[config.mk]
export PLATFORM = sky130hd
export DESIGN_NAME = miner_job_master
export DESIGN_NICKNAME = d
export VERILOG_FILES = /design/src/rtl/miner_job_master.sv
export SDC_FILE = /design/constraint.sdc
export NUM_CORES = 2
export LEC_CHECK = 0
export CELL_PAD_IN_SITES_DETAIL_PLACEMENT = 1
export CELL_PAD_IN_SITES_GLOBAL_PLACEMENT = 2
export CORE_ASPECT_RATIO = 1.2
export CORE_MARGIN = 1
export CORE_UTILIZATION = 25
export CTS_CLUSTER_DIAMETER = 100
export DETAILED_ROUTE_END_ITERATION = 10
export PLACE_DENSITY_LB_ADDON = 0.1
export SLEW_MARGIN = 20
export SYNTH_ARGS = -nofsm -noshare
export SYNTH_HDL_FRONTEND = slang
export SYNTH_SLANG_ARGS = --single-unit
[constraint.sdc]
create_clock -name clk -period 4.5 [get_ports clk]
set_clock_uncertainty 0.05 [all_clocks]
set_input_delay 1.125 -clock clk [delete_from_list [all_inputs] [get_ports clk]]
set_output_delay 1.125 -clock clk [all_outputs]
set_load 0.01 [all_outputs]
[src/rtl/miner_job_master.sv]
// Bus initiator that loads a mining job into the miner register map, polls status and returns the nonce.
// Optional poll timeout is built only when MINER_POLL_TIMEOUT_EN is defined.
module miner_job_master #(
    parameter int unsigned POLL_GAP       = 0,
    parameter logic [31:0] STATUS_FOUND   = 32'h3,
    parameter int unsigned TIMEOUT_CYCLES = 1_000_000
) (
    input  logic         clk,
    input  logic         rst,
    input  logic         job_valid,
    output logic         job_ready,
    input  logic         job_load_target,
    input  logic         job_load_msg,
    input  logic [255:0] job_target,
    input  logic [607:0] job_msg,
    output logic [4:0]   masterAddr,
    output logic [31:0]  masterWriteData,
    output logic         masterWrite,
    output logic         masterRead,
    output logic         masterChipSelect,
    input  logic [31:0]  masterReadData,
    output logic         result_valid,
    input  logic         result_ready,
    output logic [31:0]  result_nonce,
    output logic         result_timeout
);

    typedef enum logic [3:0] {
        StIdle, StTgtWr, StTgtGo, StTgtClr, StMsgWr, StMsgGo, StMsgClr,
        StPollRd, StPollChk, StPollGap, StNonceRd, StNonceChk, StDone
    } state_e;

    state_e        state_q, state_d;
    logic [4:0]    cnt_q, cnt_d;
    logic [31:0]   gap_q, gap_d;
    logic          load_msg_q, load_msg_d;
    logic [255:0]  tgt_q, tgt_d;
    logic [607:0]  msg_q, msg_d;
    logic [31:0]   nonce_q, nonce_d;
    logic          valid_q, valid_d;
    logic          ready_q, ready_d;
    logic [4:0]    addr_q, addr_d;
    logic [31:0]   wdata_q, wdata_d;
    logic          write_q, write_d;
    logic          read_q, read_d;
`ifdef MINER_POLL_TIMEOUT_EN
    logic [31:0]   to_cnt_q, to_cnt_d;
    logic          timeout_q, timeout_d;
`endif

    always_comb begin
        state_d    = state_q;
        cnt_d      = cnt_q;
        gap_d      = gap_q;
        load_msg_d = load_msg_q;
        tgt_d      = tgt_q;
        msg_d      = msg_q;
        nonce_d    = nonce_q;
        valid_d    = valid_q;
`ifdef MINER_POLL_TIMEOUT_EN
        to_cnt_d   = to_cnt_q;
        timeout_d  = timeout_q;
`endif
        unique case (state_q)
            StIdle: begin
                if (job_valid && ready_q) begin
                    tgt_d      = job_target;
                    msg_d      = job_msg;
                    load_msg_d = job_load_msg;
                    cnt_d      = job_load_target ? 5'd7 : 5'd0;
                    if (job_load_target)   state_d = StTgtWr;
                    else if (job_load_msg) state_d = StMsgWr;
                    else                   state_d = StMsgGo;
                end
            end
            StTgtWr: begin
                if (cnt_q == 5'd0) state_d = StTgtGo;
                else               cnt_d = cnt_q - 5'd1;
            end
            StTgtGo:  state_d = StTgtClr;
            StTgtClr: begin
                cnt_d   = 5'd0;
                state_d = load_msg_q ? StMsgWr : StMsgGo;
            end
            StMsgWr: begin
                if (cnt_q == 5'd18) state_d = StMsgGo;
                else                cnt_d = cnt_q + 5'd1;
            end
            StMsgGo:  state_d = StMsgClr;
            StMsgClr: begin
                state_d = StPollRd;
`ifdef MINER_POLL_TIMEOUT_EN
                to_cnt_d = 32'd0;
`endif
            end
            StPollRd: state_d = StPollChk;
            StPollChk: begin
                gap_d = 32'd0;
                if (masterReadData == STATUS_FOUND) state_d = StNonceRd;
                else if (POLL_GAP == 0)             state_d = StPollRd;
                else                                state_d = StPollGap;
            end
            StPollGap: begin
                if (gap_q + 32'd1 >= POLL_GAP) state_d = StPollRd;
                else                           gap_d = gap_q + 32'd1;
            end
            StNonceRd: state_d = StNonceChk;
            StNonceChk: begin
                nonce_d = masterReadData;
                valid_d = 1'b1;
                state_d = StDone;
            end
            StDone: begin
                if (result_ready) begin
                    valid_d = 1'b0;
`ifdef MINER_POLL_TIMEOUT_EN
                    timeout_d = 1'b0;
`endif
                    state_d = StIdle;
                end
            end
            default: state_d = StIdle;
        endcase

`ifdef MINER_POLL_TIMEOUT_EN
        // Timeout overrides whatever the poll states decided this cycle.
        if (state_q == StPollRd || state_q == StPollChk || state_q == StPollGap) begin
            to_cnt_d = to_cnt_q + 32'd1;
            if (to_cnt_d >= TIMEOUT_CYCLES) begin
                state_d   = StDone;
                valid_d   = 1'b1;
                timeout_d = 1'b1;
                nonce_d   = 32'd0;
            end
        end
`endif

        // Bus outputs are registered: decode the access of the state being entered.
        write_d = 1'b0;
        read_d  = 1'b0;
        addr_d  = 5'd0;
        wdata_d = 32'd0;
        case (state_d)
            StTgtWr: begin
                write_d = 1'b1;
                addr_d  = cnt_d + 5'd2;
                wdata_d = tgt_d[{cnt_d[2:0], 5'd0} +: 32];
            end
            StTgtGo:  begin write_d = 1'b1; addr_d = 5'd1; wdata_d = 32'd1; end
            StTgtClr: begin write_d = 1'b1; addr_d = 5'd1; end
            StMsgWr: begin
                write_d = 1'b1;
                addr_d  = 5'd29 - cnt_d;
                wdata_d = msg_d[{5'd18 - cnt_d, 5'd0} +: 32];
            end
            StMsgGo:   begin write_d = 1'b1; addr_d = 5'd1; wdata_d = 32'd2; end
            StMsgClr:  begin write_d = 1'b1; addr_d = 5'd1; end
            StPollRd:  read_d = 1'b1;
            StNonceRd: begin read_d = 1'b1; addr_d = 5'd10; end
            default: ;
        endcase
        ready_d = (state_d == StIdle);
    end

    always_ff @(posedge clk) begin
        if (rst) begin
            state_q    <= StIdle;
            cnt_q      <= 5'd0;
            gap_q      <= 32'd0;
            load_msg_q <= 1'b0;
            nonce_q    <= 32'd0;
            valid_q    <= 1'b0;
            ready_q    <= 1'b0;
            addr_q     <= 5'd0;
            wdata_q    <= 32'd0;
            write_q    <= 1'b0;
            read_q     <= 1'b0;
`ifdef MINER_POLL_TIMEOUT_EN
            to_cnt_q   <= 32'd0;
            timeout_q  <= 1'b0;
`endif
        end else begin
            state_q    <= state_d;
            cnt_q      <= cnt_d;
            gap_q      <= gap_d;
            load_msg_q <= load_msg_d;
            nonce_q    <= nonce_d;
            valid_q    <= valid_d;
            ready_q    <= ready_d;
            addr_q     <= addr_d;
            wdata_q    <= wdata_d;
            write_q    <= write_d;
            read_q     <= read_d;
`ifdef MINER_POLL_TIMEOUT_EN
            to_cnt_q   <= to_cnt_d;
            timeout_q  <= timeout_d;
`endif
        end
    end

    always_ff @(posedge clk) begin
        tgt_q <= tgt_d;
        msg_q <= msg_d;
    end

    assign job_ready        = ready_q;
    assign masterAddr       = addr_q;
    assign masterWriteData  = wdata_q;
    assign masterWrite      = write_q;
    assign masterRead       = read_q;
    assign masterChipSelect = write_q | read_q;
    assign result_valid     = valid_q;
    assign result_nonce     = nonce_q;
`ifdef MINER_POLL_TIMEOUT_EN
    assign result_timeout   = timeout_q;
`else
    // No timeout counter in this build; the flag is a constant zero.
    assign result_timeout   = (TIMEOUT_CYCLES == 0) && 1'b0;
`endif

endmodule

Word level (Yosys, flattened, before mapping)
Cells that the tools add are included.

Register bits: 979. Latch bits: 0. RAM bits: 0. ROM bits: 0. Input port bits: 902. Output and inout bits: 75. Logic and storage cells: 86. Memories kept: 0.

Add/subtract/negate cells: 6. $mul: 0. Divide/modulo/power cells: 0. $lt $le $gt $ge: 1. Equality and inequality tests: 24. Shifts and indexed selects: 2. Mux-type cells: 27. Bitwise logic cells: 1. Reductions and logical operators: 12.

Operators by type and width (count): 608-bit 2-to-1 mux (2); 608-bit by 11-bit indexed part select with 32-bit output (1); 256-bit 2-to-1 mux (2); 256-bit by 9-bit indexed part select with 32-bit output (1); 32-bit one-hot mux with 4 select lines (1); 32-bit one-hot mux with 2 select lines (1); 4-bit one-hot mux with 13 select lines (1); 5-bit one-hot mux with 4 select lines (2); 32-bit by 1-bit adder with 32-bit output (second input constant) (1); 32-bit by 2-bit == test with 1-bit output (second input constant) (1); 4-bit by 3-bit == test with 1-bit output (second input constant) (8); 32-bit by 1-bit >= comparator with 1-bit output (second input constant) (1); 32-bit 2-to-1 mux (1); 4-bit == test (second input constant) (6); 4-bit 2-to-1 mux (6); 4-bit by 2-bit == test with 1-bit output (second input constant) (4); 5-bit 2-to-1 mux (3); 5-bit subtractor (first input constant) (2); 4-bit by 1-bit == test with 1-bit output (second input constant) (2); 4-bit logical NOT (2); 3-bit 2-to-1 mux (2); 2-bit AND reduction (3); 6-bit OR reduction (1); 5-bit by 1-bit adder with 5-bit output (second input constant) (1); 12 further kinds (18).

Longest topological paths before layout
Word-level depth: 7. Mapped depth: 21. Depth with buffers taken out: 16.

Least setup slack after synthesis
OpenSTA, ideal clock, no wires.

Path kind: input-to-reg. From: in job_load_target. To: reg wdata_q[10] (netlist: masterWriteData[10]). Setup time: 0.117 ns. Arrival: 4.685 ns. Data required time: 4.333 ns. Path slack: -0.353 ns. Cell stages on the path: 18. Buffers on the path: 4. Path through: and3b_1 o311ai_1 a211o_1 a211o_1 buf_4 inv_4 clkbuf_1 buf_2 ha_1 inv_1 a221oi_1 a211oi_4 or4b_1 nor2_2 a21o_4 buf_6 nand2b_1 a32o_1.

Cells in the longest elaborated chain, start to end: 6. Elaborated cells on any way between the ends: 14. Classes of those cells: 1 x add/sub; 4 x eq/ne; 2 x shift; 7 x mux.

Ends and longest elaborated chain: from (decl) (line 12) `input logic job_load_target,`; 3-bit 2-to-1 mux (*) (line 70) `cnt_d = job_load_target ? 5'd7 : 5'd0;`; 5-bit 2-to-1 mux (*) (line 66) `if (job_valid && ready_q) begin`; 5-bit one-hot mux with 4 select lines (*) (line 64) `unique case (state_q)`; net cnt_d[2] (line 34) `logic [4:0] cnt_q, cnt_d;`; 5-bit subtractor (line 154) `wdata_d = msg_d[{5'd18 - cnt_d, 5'd0} +: 32];`; 608-bit by 11-bit indexed part select with 32-bit output (line 154); 32-bit one-hot mux with 4 select lines (*) (line 143) `case (state_d)`; to (signal assigned) (line 191) `wdata_q <= wdata_d;`; to (decl) (line 43) `logic [31:0] wdata_q, wdata_d;`.

The timed path passes the listed nets; every way through them passes the cells marked *. A chain may end at the register's enable or synchronous reset.

Worst setup path in the final report
From: reg state_q[2]. To: reg wdata_q[1] (netlist: masterWriteData[1]).

Cells in the longest elaborated chain, start to end: 5. Elaborated cells on any way between the ends: 30. Classes of those cells: 1 x add/sub; 16 x eq/ne; 2 x shift; 10 x mux; 1 x reduce/logical.

Ends and longest elaborated chain: from (decl) (line 33) `state_e state_q, state_d;`; from (signal assigned) (line 167) `state_q <= StIdle;`; from (signal assigned) (line 183) `state_q <= state_d;`; 4-bit by 3-bit == test with 1-bit output (tied with other cells) (line 64); 5-bit one-hot mux with 4 select lines (line 64); 5-bit subtractor (line 154); 608-bit by 11-bit indexed part select with 32-bit output (line 154); 32-bit one-hot mux with 4 select lines (*) (line 143).

Mark *: on every way between the ends. The rest lies on a longest branch, timed or not.

==> reports/results.ini <==
[run_status]
status=completed

[sta]
timing.fmax_ghz=0.231
grt_setup_unrepaired=yes
hold_viol_final=0
min_period_ps=4330
setup_viol=0
slew_violations=0
setup_ws_ps=166
slew_headroom=0.339
timing.final.crit_share=0.963
tightestPinTransition_ps=990

[power]
ir_drop_v=0.000389
leakage_nw=25.0
power_density_nw_per_um2=930

[yosys]
yosysSeqAreaShare=0.486
ys_seq_elements=947
netlist.area_leader.share=0.486
synth_top_area_cell=dfxtp_1
synth_area_um2=39000
synth_edf_count=0
yosysMostFrequentCell=nand2_1
synth_area_per_cell_um2=7.94
ys_async_sr_fraction=0
synth_nets=5816
syn_inst=4906
synth.distinct_cells=81
yosys-top-cells-count=2659 x nand2_1, 947 x dfxtp_1, 190 x clkbuf_1, 168 x a21oi_1, 128 x nand3_1
synth_flop_cell=dfxtp_1
synthTopCellsByArea=dfxtp_1 49%, nand2_1 26%, mux4_2 7.3%
yosys_warnings=0

[route]
wire_per_inst_um=25.3
dr.pass1.iters=5
drt_wl_total_mm=206
drt_iter0_drc=2185
viasPerCell=4.60
drtAntennaViolNets=0
vias=37400
drc=0

[global_route]
overflow=0
grt_max_degree=95
grt_first_pass_wirelength_mm=284
track_usage=0.254
antenna_found_initial=61
grt_pass1_vias=38600

[worst_setup_path]
crit_type=flop to flop
end_kind=flop
required_ps=5050
cp.arrival_ps=4880
worstRegToRegCells=14
start_kind=flop
critPathMaxFanout=30

[worst_hold_path]
hold_class=flop to flop
holdPathStages=2

[place]
dpl.hpwl_mm=164
place_congestion=0.849
dp_slack_ps=-642
dpl.cell_count=7936
port_buffers=975

[die]
die_y_um=435
initial_core_util=0.252
die-width_um=362
pin_count=977
fp.dieArea_um2=157000
coreArea_um2=155000
num_rows=158

[clock_tree]
h-tree-depth=3
cts_made_buffers=109
clkLatencyLatePin_ps=730
cts.sinks=947
max-clock-path-buffers=3
cts_tree=built
path_clk_slew_ps=60
cts_hold_buf=0
cts_root_buffer=clkbuf_16

[job]
drv_cap=0

[final_layout]
syn_to_final_growth_pct=44.9
finalNonFillerCells=8144
drive_gt1_frac=0.107
layout.nets=6877

cell families (layout without fill, tap and decap cells):
logic type,after synthesis,in the layout,synth area share
DFF,947,947,0.486
muxes,225,225,0.0999
and+or+nand+nor,2938,2938,0.294
buffers and inverters,336,1475,0.0392
other,1,20,0.0000962
adders and majority gates,8,8,0.00257
AOI/OAI and AO/OA,446,446,0.0761
xor gates and xnor gates,5,5,0.00151
metal layers:
metal | up-vias | track usage | routed length [um]
li1 | 18100 | - | -
met2 | 983 | 0.461 | 105000
met3 | 214 | 0.0491 | 11200
met5 | - | 0 | 343
met1 | 18100 | 0.305 | 85200
met4 | 54 | 0.0634 | 4430
worst paths after layout:
check,startpoint,to,slack (ps)
hold reg to reg,msg_q[423]$_DFF_P_,msg_q[423]$_DFF_P_,390
setup reg to reg,state_q[2]$_SDFF_PP0_,masterWriteData[1]$_SDFF_PP0_,170
setup / recovery,state_q[2]$_SDFF_PP0_,masterWriteData[1]$_SDFF_PP0_,170
hold / removal,msg_q[423]$_DFF_P_,msg_q[423]$_DFF_P_,390
area by class of cell:
type / instances / area (um2)
antenna: 19 / 47.5
timing repair buffer: 1272 / 12700
inverter: 14 / 73.8
tap: 2080 / 2600
multi-input combinational: 3623 / 18600
fill: 18200 / 98100
clock inverter: 26 / 284
clock buffer: 163 / 3190
sequential: 947 / 19000
where the power goes:
group | switching [mW] | internal [mW]
clock | 3.73 | 5.19
combinational | 17.9 | 12.4
sequential | 1.03 | 12.2
stage by stage:
stage               hold WS (ps)   util  cell area (um2)  power (mW)  TNS (ps)
CTS                          397  0.365            56400        53.5         0
floorplan                    361      -            39000        28.7         0
global route                 409  0.365            56400        55.6     -97.6
finish                       391  0.365            56500        52.5         0
detailed placement           381  0.343            53000        44.3    -15360
global placement             373  0.343            53000        44.0    -15910
critical path, cell delays in order, from the launching register on:
cell	delay (ps)
dfxtp_1	450
or4b_1	700
nor4b_1	330
a211o_1	140
a211o_1	150
inv_4	40
ha_1	210
nand2_1	80
a221oi_2	50
a211oi_4	320
or4b_4	210
nor2_4	50
a21oi_4	740
nand4_1	440
o2bb2ai_1	240
repair_timing:
item                                    in CTS  in global routing
gates resized for setup                      0                  0
endpoints found under the setup margin       0                  1
buffers inserted                             0                  0
registers in the layout (all words and copies together), names as in the netlist, 4 cells and up:
register,flops
cnt_q,5
masterAddr,5
masterWriteData,32
msg_q,608
result_nonce,32
state_q,4
tgt_q,256
placed cells by master, fill, tap and decap left out, types with 22 or more instances in the layout:
master and n:
mux2_2 32, buf_12 60, clkdlybuf4s50_1 974, nand2b_1 35, o221ai_1 29, nand2_1 2659
o21ai_0 68, nor2_1 57, a32o_1 27, a21oi_1 167, mux4_2 127, o21a_1 31
clkbuf_1 30, a2bb2oi_1 28, buf_4 237, clkbuf_16 111, o211ai_1 35, mux2i_1 65
dfxtp_1 947, nand3_1 128, clkbuf_8 22
Note: power is estimated with default switching activity, not from simulation.
